File: config.mk
export PLATFORM = sky130hd
export DESIGN_NAME = i2s_rx
export DESIGN_NICKNAME = d
export VERILOG_FILES = /design/src/rtl/i2s_pkg.sv /design/src/rtl/i2s_rx_bit_sync.sv /design/src/rtl/i2s_rx.sv
export SDC_FILE = /design/constraint.sdc
export NUM_CORES = 1
export LEC_CHECK = 0
export ABC_AREA = 1
export CAP_MARGIN = 25
export CORE_MARGIN = 2
export CORE_UTILIZATION = 33
export CTS_CLUSTER_DIAMETER = 100
export DETAILED_ROUTE_END_ITERATION = 10
export SLEW_MARGIN = 30
export SYNTH_ARGS = -nofsm -noshare
export SYNTH_HDL_FRONTEND = slang
export SYNTH_HIERARCHICAL = 1
export SYNTH_SLANG_ARGS = --single-unit
File: constraint.sdc
create_clock -name clk -period 4.01 [get_ports clk]
set_clock_uncertainty 0.05 [all_clocks]
set_input_delay 1.203 -clock clk [delete_from_list [all_inputs] [get_ports clk]]
set_output_delay 1.203 -clock clk [all_outputs]
set_load 0.03 [all_outputs]
File: src/rtl/i2s_pkg.sv
// Shared types and defaults for the I2S receiver.
package i2s_pkg;

    localparam int DATA_W_DEF = 16;

    typedef enum logic [1:0] {
        IDLE  = 2'd0,
        SKIP  = 2'd1,
        SHIFT = 2'd2,
        DRAIN = 2'd3
    } i2s_state_e;

endpackage

File: src/rtl/i2s_rx_bit_sync.sv
// Multi-flop synchronizer for a single asynchronous bit, cleared by async reset.
module bit_sync #(
    parameter int DEPTH = 2
) (
    input  logic clk,
    input  logic reset,
    input  logic d_i,
    output logic q_o
);

    logic [DEPTH-1:0] sync_q;

    always_ff @(posedge clk or posedge reset) begin
        if (reset) begin
            sync_q <= '0;
        end else begin
            sync_q <= {sync_q[DEPTH-2:0], d_i};
        end
    end

    assign q_o = sync_q[DEPTH-1];

endmodule

File: src/rtl/i2s_rx.sv
// I2S slave receiver: deserialises codec ADC data into left/right sample pairs.
// Defining I2S_RX_OVR_COUNT_EN adds a saturating 16-bit overrun_count output.
module i2s_rx
    import i2s_pkg::*;
#(
    parameter int DATA_W = DATA_W_DEF
) (
    input  logic              clk,
    input  logic              reset,
    input  logic              aud_bclk,
    input  logic              aud_adclrck,
    input  logic              aud_adcdat,
    output logic [DATA_W-1:0] out_left,
    output logic [DATA_W-1:0] out_right,
    output logic              out_valid,
    input  logic              out_ready,
    output logic              overrun,
`ifdef I2S_RX_OVR_COUNT_EN
    output logic [15:0]       overrun_count,
`endif
    output i2s_state_e        dbg_state
);

    localparam int CNT_W = $clog2(DATA_W);

    logic bclk_s, lrck_s, dat_s;
    logic bclk_prev_q, lrck_prev_q;

    bit_sync #(.DEPTH(2)) u_sync_bclk (.clk(clk), .reset(reset), .d_i(aud_bclk),    .q_o(bclk_s));
    bit_sync #(.DEPTH(2)) u_sync_lrck (.clk(clk), .reset(reset), .d_i(aud_adclrck), .q_o(lrck_s));
    bit_sync #(.DEPTH(2)) u_sync_dat  (.clk(clk), .reset(reset), .d_i(aud_adcdat),  .q_o(dat_s));

    i2s_state_e        state_q;
    logic              chan_q;
    logic              left_ok_q;
    logic [CNT_W-1:0]  cnt_q;
    logic [DATA_W-1:0] shift_q;
    logic [DATA_W-1:0] left_q;
    logic [DATA_W-1:0] out_left_q, out_right_q;
    logic              out_valid_q, overrun_q;
    logic [15:0]       ovr_cnt_q;

    logic              bit_evt, lr_edge, lr_fall, last_bit, pair_ok, load;
    logic [DATA_W-1:0] shift_d;

    // lrck moves on bclk falling edges, so its transition is seen before the
    // next bit event; that bit event is the one-slot I2S delay SKIP consumes.
    assign bit_evt  = bclk_s & ~bclk_prev_q;
    assign lr_edge  = lrck_s ^ lrck_prev_q;
    assign lr_fall  = ~lrck_s & lrck_prev_q;
    assign shift_d  = {shift_q[DATA_W-2:0], dat_s};
    assign last_bit = (cnt_q == CNT_W'(DATA_W - 1));
    assign pair_ok  = (state_q == SHIFT) && !lr_edge && bit_evt && last_bit && chan_q && left_ok_q;

    // Handshake: a pair transfers on a clk edge where out_valid && out_ready;
    // until then out_left/out_right are held unchanged.
    assign load = pair_ok && (!out_valid_q || out_ready);

    always_ff @(posedge clk or posedge reset) begin
        if (reset) begin
            state_q     <= IDLE;
            chan_q      <= 1'b0;
            left_ok_q   <= 1'b0;
            cnt_q       <= '0;
            shift_q     <= '0;
            left_q      <= '0;
            out_left_q  <= '0;
            out_right_q <= '0;
            out_valid_q <= 1'b0;
            overrun_q   <= 1'b0;
            bclk_prev_q <= 1'b0;
            lrck_prev_q <= 1'b0;
            ovr_cnt_q   <= '0;
        end else begin
            bclk_prev_q <= bclk_s;
            lrck_prev_q <= lrck_s;
            overrun_q   <= 1'b0;

            case (state_q)
                IDLE: begin
                    if (lr_fall) begin
                        state_q   <= SKIP;
                        chan_q    <= 1'b0;
                        left_ok_q <= 1'b0;
                    end
                end
                SKIP: begin
                    if (lr_edge) begin
                        chan_q <= lrck_s;
                        if (!lrck_s) left_ok_q <= 1'b0;
                    end else if (bit_evt) begin
                        state_q <= SHIFT;
                        cnt_q   <= '0;
                    end
                end
                SHIFT: begin
                    if (lr_edge) begin
                        state_q   <= SKIP;
                        chan_q    <= lrck_s;
                        left_ok_q <= 1'b0;
                        cnt_q     <= '0;
                    end else if (bit_evt) begin
                        shift_q <= shift_d;
                        cnt_q   <= cnt_q + CNT_W'(1);
                        if (last_bit) begin
                            state_q <= DRAIN;
                            if (!chan_q) begin
                                left_q    <= shift_d;
                                left_ok_q <= 1'b1;
                            end else begin
                                left_ok_q <= 1'b0;
                            end
                        end
                    end
                end
                DRAIN: begin
                    if (lr_edge) begin
                        state_q <= SKIP;
                        chan_q  <= lrck_s;
                        if (!lrck_s) left_ok_q <= 1'b0;
                    end
                end
                default: state_q <= IDLE;
            endcase

            if (load) begin
                out_left_q  <= left_q;
                out_right_q <= shift_d;
                out_valid_q <= 1'b1;
            end else if (pair_ok) begin
                overrun_q <= 1'b1;
                if (ovr_cnt_q != 16'hFFFF) ovr_cnt_q <= ovr_cnt_q + 16'd1;
            end else if (out_valid_q && out_ready) begin
                out_valid_q <= 1'b0;
            end
        end
    end

    assign out_left  = out_left_q;
    assign out_right = out_right_q;
    assign out_valid = out_valid_q;
    assign overrun   = overrun_q;
    assign dbg_state = state_q;

`ifdef I2S_RX_OVR_COUNT_EN
    assign overrun_count = ovr_cnt_q;
`else
    logic unused_ovr;
    assign unused_ovr = ^ovr_cnt_q;
`endif

endmodule

==> reports/results.ini, run 1 <==
[clock_network]
cts.path.max_buffers=2
cts_buffers=9
h-tree-depth=3
cts_tree=done
clk_pin_slew_ns=0.08
cts_hold_buf=0
numClockSinks=81
post_cts_resized=0
insertion_delay_ns=0.35
post_cts_buffers=0
cts_root_buf=clkbuf_8

[floorplanning]
rows=37
die_height_um=106
dieWidth_um=106
core_um2=10200
design.die.area_um2=11300
ios=42
initial_core_util_pct=33.7

[synthesis]
netlist_area_um2=3440
ys_seq_area_share_pct=58.9
postSynthAreaPerCell_um2=10.2
syn_nets=351
ys_async_sr_fraction_pct=100
ys_warn_count=6
synth-seq-cells=81
synth_cells=338
yosysUniqueCellTypes=21
synth-edff-count=0
ys.flop_type=dfrtp_1

[pwr]
p_comb_share_pct=12.7
p_per_area_nw_per_um2=431
p_leak_nw=1.87
peakVddDrop_uv=248
power.internal_mw=1.34
p_seq_share_pct=48.1
swShare_pct=26.2
clkPwrFrac_pct=39.1
switchingPower_mw=0.475

[detailed_routing]
drt_first_iter_violations=72
avgRoutedWirePerCell_um=11.2
viasPerCell=4.28
drc_errors=0
drtPass1Iterations=4
drt-total-wl_um=5800
num_vias=2227
ant_nets=0

[critical_path]
worstPathArrival_ns=1.50
reg2regPathDepth=8
start_kind=flip-flop
cp.required_ns=2.76
end_kind=primary output
cpPeakStageDelay_ns=0.71
path_class=reg2out
r2r-start=dbg_state[0]
crit_family=buffers and inverters
crit_chain=clkdlybuf4s50_1
reg2reg_to=out_right[1]
crit_fanout=6
reg2reg_slack_ns=1.87
path_buf_inv=1
cp_slowest_cell=clkdlybuf4s50_1

[worst_hold_path]
hold_path_depth=0
min_path_type=reg2reg
min_to=u_sync_lrck/sync_q[1]
min-delay-start=u_sync_lrck/sync_q[0]

[global_routing]
grt_overflow=0
first_global_vias=2144
grt_pass1_wl_um=10100
antenna_found_initial=0
grt_max_degree=65
grt_usage_pct=11.2

[timing]
max-slew-margin-rel_pct=62.4
fin_setup_tns_ns=0
setup_viol=0
finalCriticalPeriod_ns=2.76
slew_violations=0
rsz0062_at_grt=no
tightest_slew_ns=0.561
setup_slack_ns=1.25
max_freq_mhz=363
post-route-period-util_pct=68.7
hold_viol=0

[layout]
final_cell_count_no_fill=520
layout.cells.most_common=dfrtp_1
area_growth_pct=22.2
utilization_pct=41.1
antennaDiodeCount=0
drive_gt1_share_pct=22.1
final_net_count=393
fillerInstances=1035
fin_area_um2=4210
final_cell_mix=dfrtp_1 (81), nand2_1 (68), inv_1 (46)

[job]
maxCapViolCount=0

[placed_design]
dp_cells=505
globalplace.congestion=0.794
place_area_um2=3970
hpwl_um=3810
portBuffers=41
dp_worst_setup_slack_ns=1.44

[status]
status=finished, final reports clean

## synthesized netlist by cell type, types with 2 or more instances
library cell  instances  area [um^2]
dfrtp_1              81         2030
nand2_1              69          259
inv_1                47          176
o21ai_2              32          280
nand2_2              29          181
o21ai_0              25          125
o21ai_1               8         40.0
ha_1                  7         87.6
nand3_1               7         35.0
nor2_1                7         26.3
buf_6                 6         67.6
a21oi_1               5         25.0
buf_2                 4         20.0
clkbuf_2              2         10.0
nand4_1               2         12.5
or2_2                 2         12.5
## logic make-up (layout without fill, tap and decap cells)
kind of cell	count (synthesis)	after routing	share of synthesized area, %
adder cells (fa/ha/maj)	7	7	2.54
flip-flops	81	81	58.9
buffers and inverters	59	105	7.96
AO/OA/AOI/OAI	71	71	13.8
AND/OR/NAND/NOR	120	120	16.8
## power by group through the flow
stage	Clock, mW	Combinational [mW]	Sequential [mW]
after floorplan	0	0.159	0.899
after global placement	0	0.230	0.888
after detailed placement	0	0.234	0.890
after CTS	0.730	0.235	0.874
after global routing	0.768	0.268	0.878
final	0.710	0.231	0.873
## cell type report
class / count / area [um^2] / share of cell area (%)
sequential: 81 / 2030 / 48.2
multi-input combinational: 198 / 1140 / 27.2
timing repair buffer: 43 / 450 / 10.7
inverter: 47 / 176 / 4.19
tap: 136 / 170 / 4.04
clock buffer: 9 / 124 / 2.94
clock inverter: 6 / 115 / 2.74
## layer usage
metal  share of wire, %  track usage (%)  wire, um
met5                  0                0         0
met4               0.97             2.54        56
met3                5.4             4.66       311
met2                 45             16.7      2630
met1                 48             15.3      2800
## stage by stage
| step | hold WS [ns] | power, mW |
|---|---|---|
| after floorplan | 0.281 | 1.06 |
| after global placement | 0.283 | 1.12 |
| after detailed placement | 0.286 | 1.12 |
| after CTS | 0.303 | 1.84 |
| after global routing | 0.312 | 1.91 |
| final | 0.303 | 1.81 |
## how the worst max path moves through the flow
stage	from	end	slack, ns	depth (start not counted)
finish	dbg_state[0]	dbg_state[0]	1.25	1
global route	dbg_state[0]	dbg_state[0]	1.19	1
CTS	dbg_state[0]	dbg_state[0]	1.24	1
detailed placement	out_ready	out_left[13]	1.44	7
global placement	out_ready	out_left[13]	1.46	7
floorplan	reset	bclk_prev_q	0.85	1
## worst register-to-register path: cells and delay by family (launching register included)
family	cells	cell delay, ns
compound gates	1	0.05
flops	1	0.45
buf+inv	2	0.36
fa+ha+maj	1	0.25
simple gates	4	0.85
## state kept, by name (all words and copies together), names as in the netlist, 2 cells and up
register	cells
shift_q	15
u_sync_lrck/sync_q	2
left_q	16
u_sync_dat/sync_q	2
out_left	16
cnt_q	4
u_sync_bclk/sync_q	2
dbg_state	2
out_right	16
(Power assumes the default switching activity.)
==> run 2, diff against run 1 <==
==> constraint.sdc (replaced) <==
create_clock -name clk -period 2.5 [get_ports clk]
set_clock_uncertainty 0.05 [all_clocks]
set_input_delay 0.75 -clock clk [delete_from_list [all_inputs] [get_ports clk]]
set_output_delay 0.75 -clock clk [all_outputs]
set_load 0.03 [all_outputs]
==> run 2 against run 1 <==
  * Cell count increased by 0.96%
  * Hold slack worse by 0.0031 ns
  * Utilization decreased by 0.22 points
  * Critical path type unchanged
  * Total power rose by 45%
  * First-iteration DRC count increased by 42%
  * Clock-buffer cell count up 2
  * Sequential share of layout area increased by 0.26 points
  * Non-clock buffer count is 4 higher
  * Critical path depth is the same
==> reports/results.ini, run 2 (synthesis results as in run 1) <==
[layout]
final_cell_mix=dfrtp_1 (81), nand2_1 (69), inv_1 (46)
area_growth_pct=21.5
final_cell_count_no_fill=525
drive_gt1_share_pct=22.6
antennaDiodeCount=0
fillerInstances=1022
layout.cells.most_common=dfrtp_1
final_net_count=397

[clock_network]
cts.path.max_buffers=2
post_cts_buffers=0
clk_pin_slew_ns=0.07
numClockSinks=81
cts_tree=done
insertion_delay_ns=0.35
h-tree-depth=3
cts_hold_buf=0
cts_root_buf=clkbuf_8
cts_buffers=9
post_cts_resized=0

[detailed_routing]
viasPerCell=4.33
drt-total-wl_um=5980
num_vias=2271
drc_errors=0
drt_first_iter_violations=102
ant_nets=0
drtPass1Iterations=4
avgRoutedWirePerCell_um=11.4

[global_routing]
met2_usage_pct=18.1
grt_usage_pct=11.9
antenna_found_initial=0
first_global_vias=2199
met1_usage_pct=15.9
grt_pass1_wl_um=10600
grt.busiest_layer=met2
grt_max_degree=48
grt_util_met3_pct=3.43
grt_overflow=0

[timing]
fin_setup_tns_ns=0
slew_violations=0
whs_ns=0.299
tightest_slew_ns=0.414
post-route-period-util_pct=91.6
max_freq_mhz=437
finalCriticalPeriod_ns=2.29
max-slew-margin-rel_pct=72.4
rsz0062_at_grt=no
hold_viol=0
setup_viol=0

[critical_path]
cpPeakStageDelay_ns=0.71
path_buf_inv=1
crit_family=buffers and inverters
cp_slowest_cell=clkdlybuf4s50_1
path_class=reg2out
start_kind=flip-flop
reg2reg_slack_ns=0.69
worstPathArrival_ns=1.49
crit_chain=clkdlybuf4s50_1
end_kind=primary output
crit_fanout=6
cp.required_ns=1.70

[pwr]
p_leak_nw=1.87
p_per_area_nw_per_um2=628
peakVddDrop_uv=443

[status]
status=finished, final reports clean

[worst_hold_path]
min_path_type=reg2reg

[job]
maxCapViolCount=0

[floorplanning]
ios=42
rows=37
initial_core_util_pct=33.7
die_height_um=106
dieWidth_um=106
design.die.area_um2=11300
core_um2=10200

[placed_design]
dp_cells=509
portBuffers=41
globalplace.congestion=0.714
hpwl_um=4060

-- run 2: changes by cell type in the layout (fill, tap and decap cells not counted), sizes merged --
cell | before | now
clkinv | 1 | 4
inv | 48 | 46
clkbuf | 9 | 11
clkinvlp | 1 | 2
bufinv | 3 | 0
buf | 2 | 6
-- run 2: worst paths after layout --
kind / start / to / cells after the start
setup / recovery: dbg_state[0] / dbg_state[0] / 1
hold / removal: u_sync_lrck/sync_q[0] / u_sync_lrck/sync_q[1] / 0
setup reg to reg: dbg_state[0] / dbg_state[0] / 8
hold reg to reg: u_sync_lrck/sync_q[0] / u_sync_lrck/sync_q[1] / 0
max in group asynchronous: reset / out_right[4] / 3
min in group asynchronous: reset / u_sync_lrck/sync_q[1] / 2
-- run 2: final cells by class --
class / instances / area, um^2 / area share [%]
sequential: 81 / 2030 / 48.4
inverter: 47 / 180 / 4.30
tap: 136 / 170 / 4.07
clock buffer: 11 / 141 / 3.38
clock inverter: 5 / 31.3 / 0.747
multi-input combinational: 198 / 1140 / 27.3
timing repair buffer: 47 / 493 / 11.8
-- run 2: metal layers --
metal,up-vias,routed length (um)
met2,44,2780
met4,0,98
met1,1066,2860
met3,11,241
met5,-,0
li1,1150,-
-- run 2: power by group --
group	internal [mW]	switching, mW	total, mW
registers	1.36	0.0432	1.40
clock network	0.385	0.467	0.851
logic	0.134	0.245	0.378
total	1.88	0.755	2.63
-- run 2: through the flow --
step	util (%)	setup slack, ns	total power [mW]	cell area, um^2
6_report	40.9	0.211	2.63	4190
4_1_cts	40.9	0.175	2.68	4190
2_1_floorplan	-	0.707	1.70	3450
3_5_place_dp	39.2	0.460	1.81	4010
5_1_grt	40.9	0.122	2.81	4190
3_3_place_gp	39.2	0.471	1.80	4010
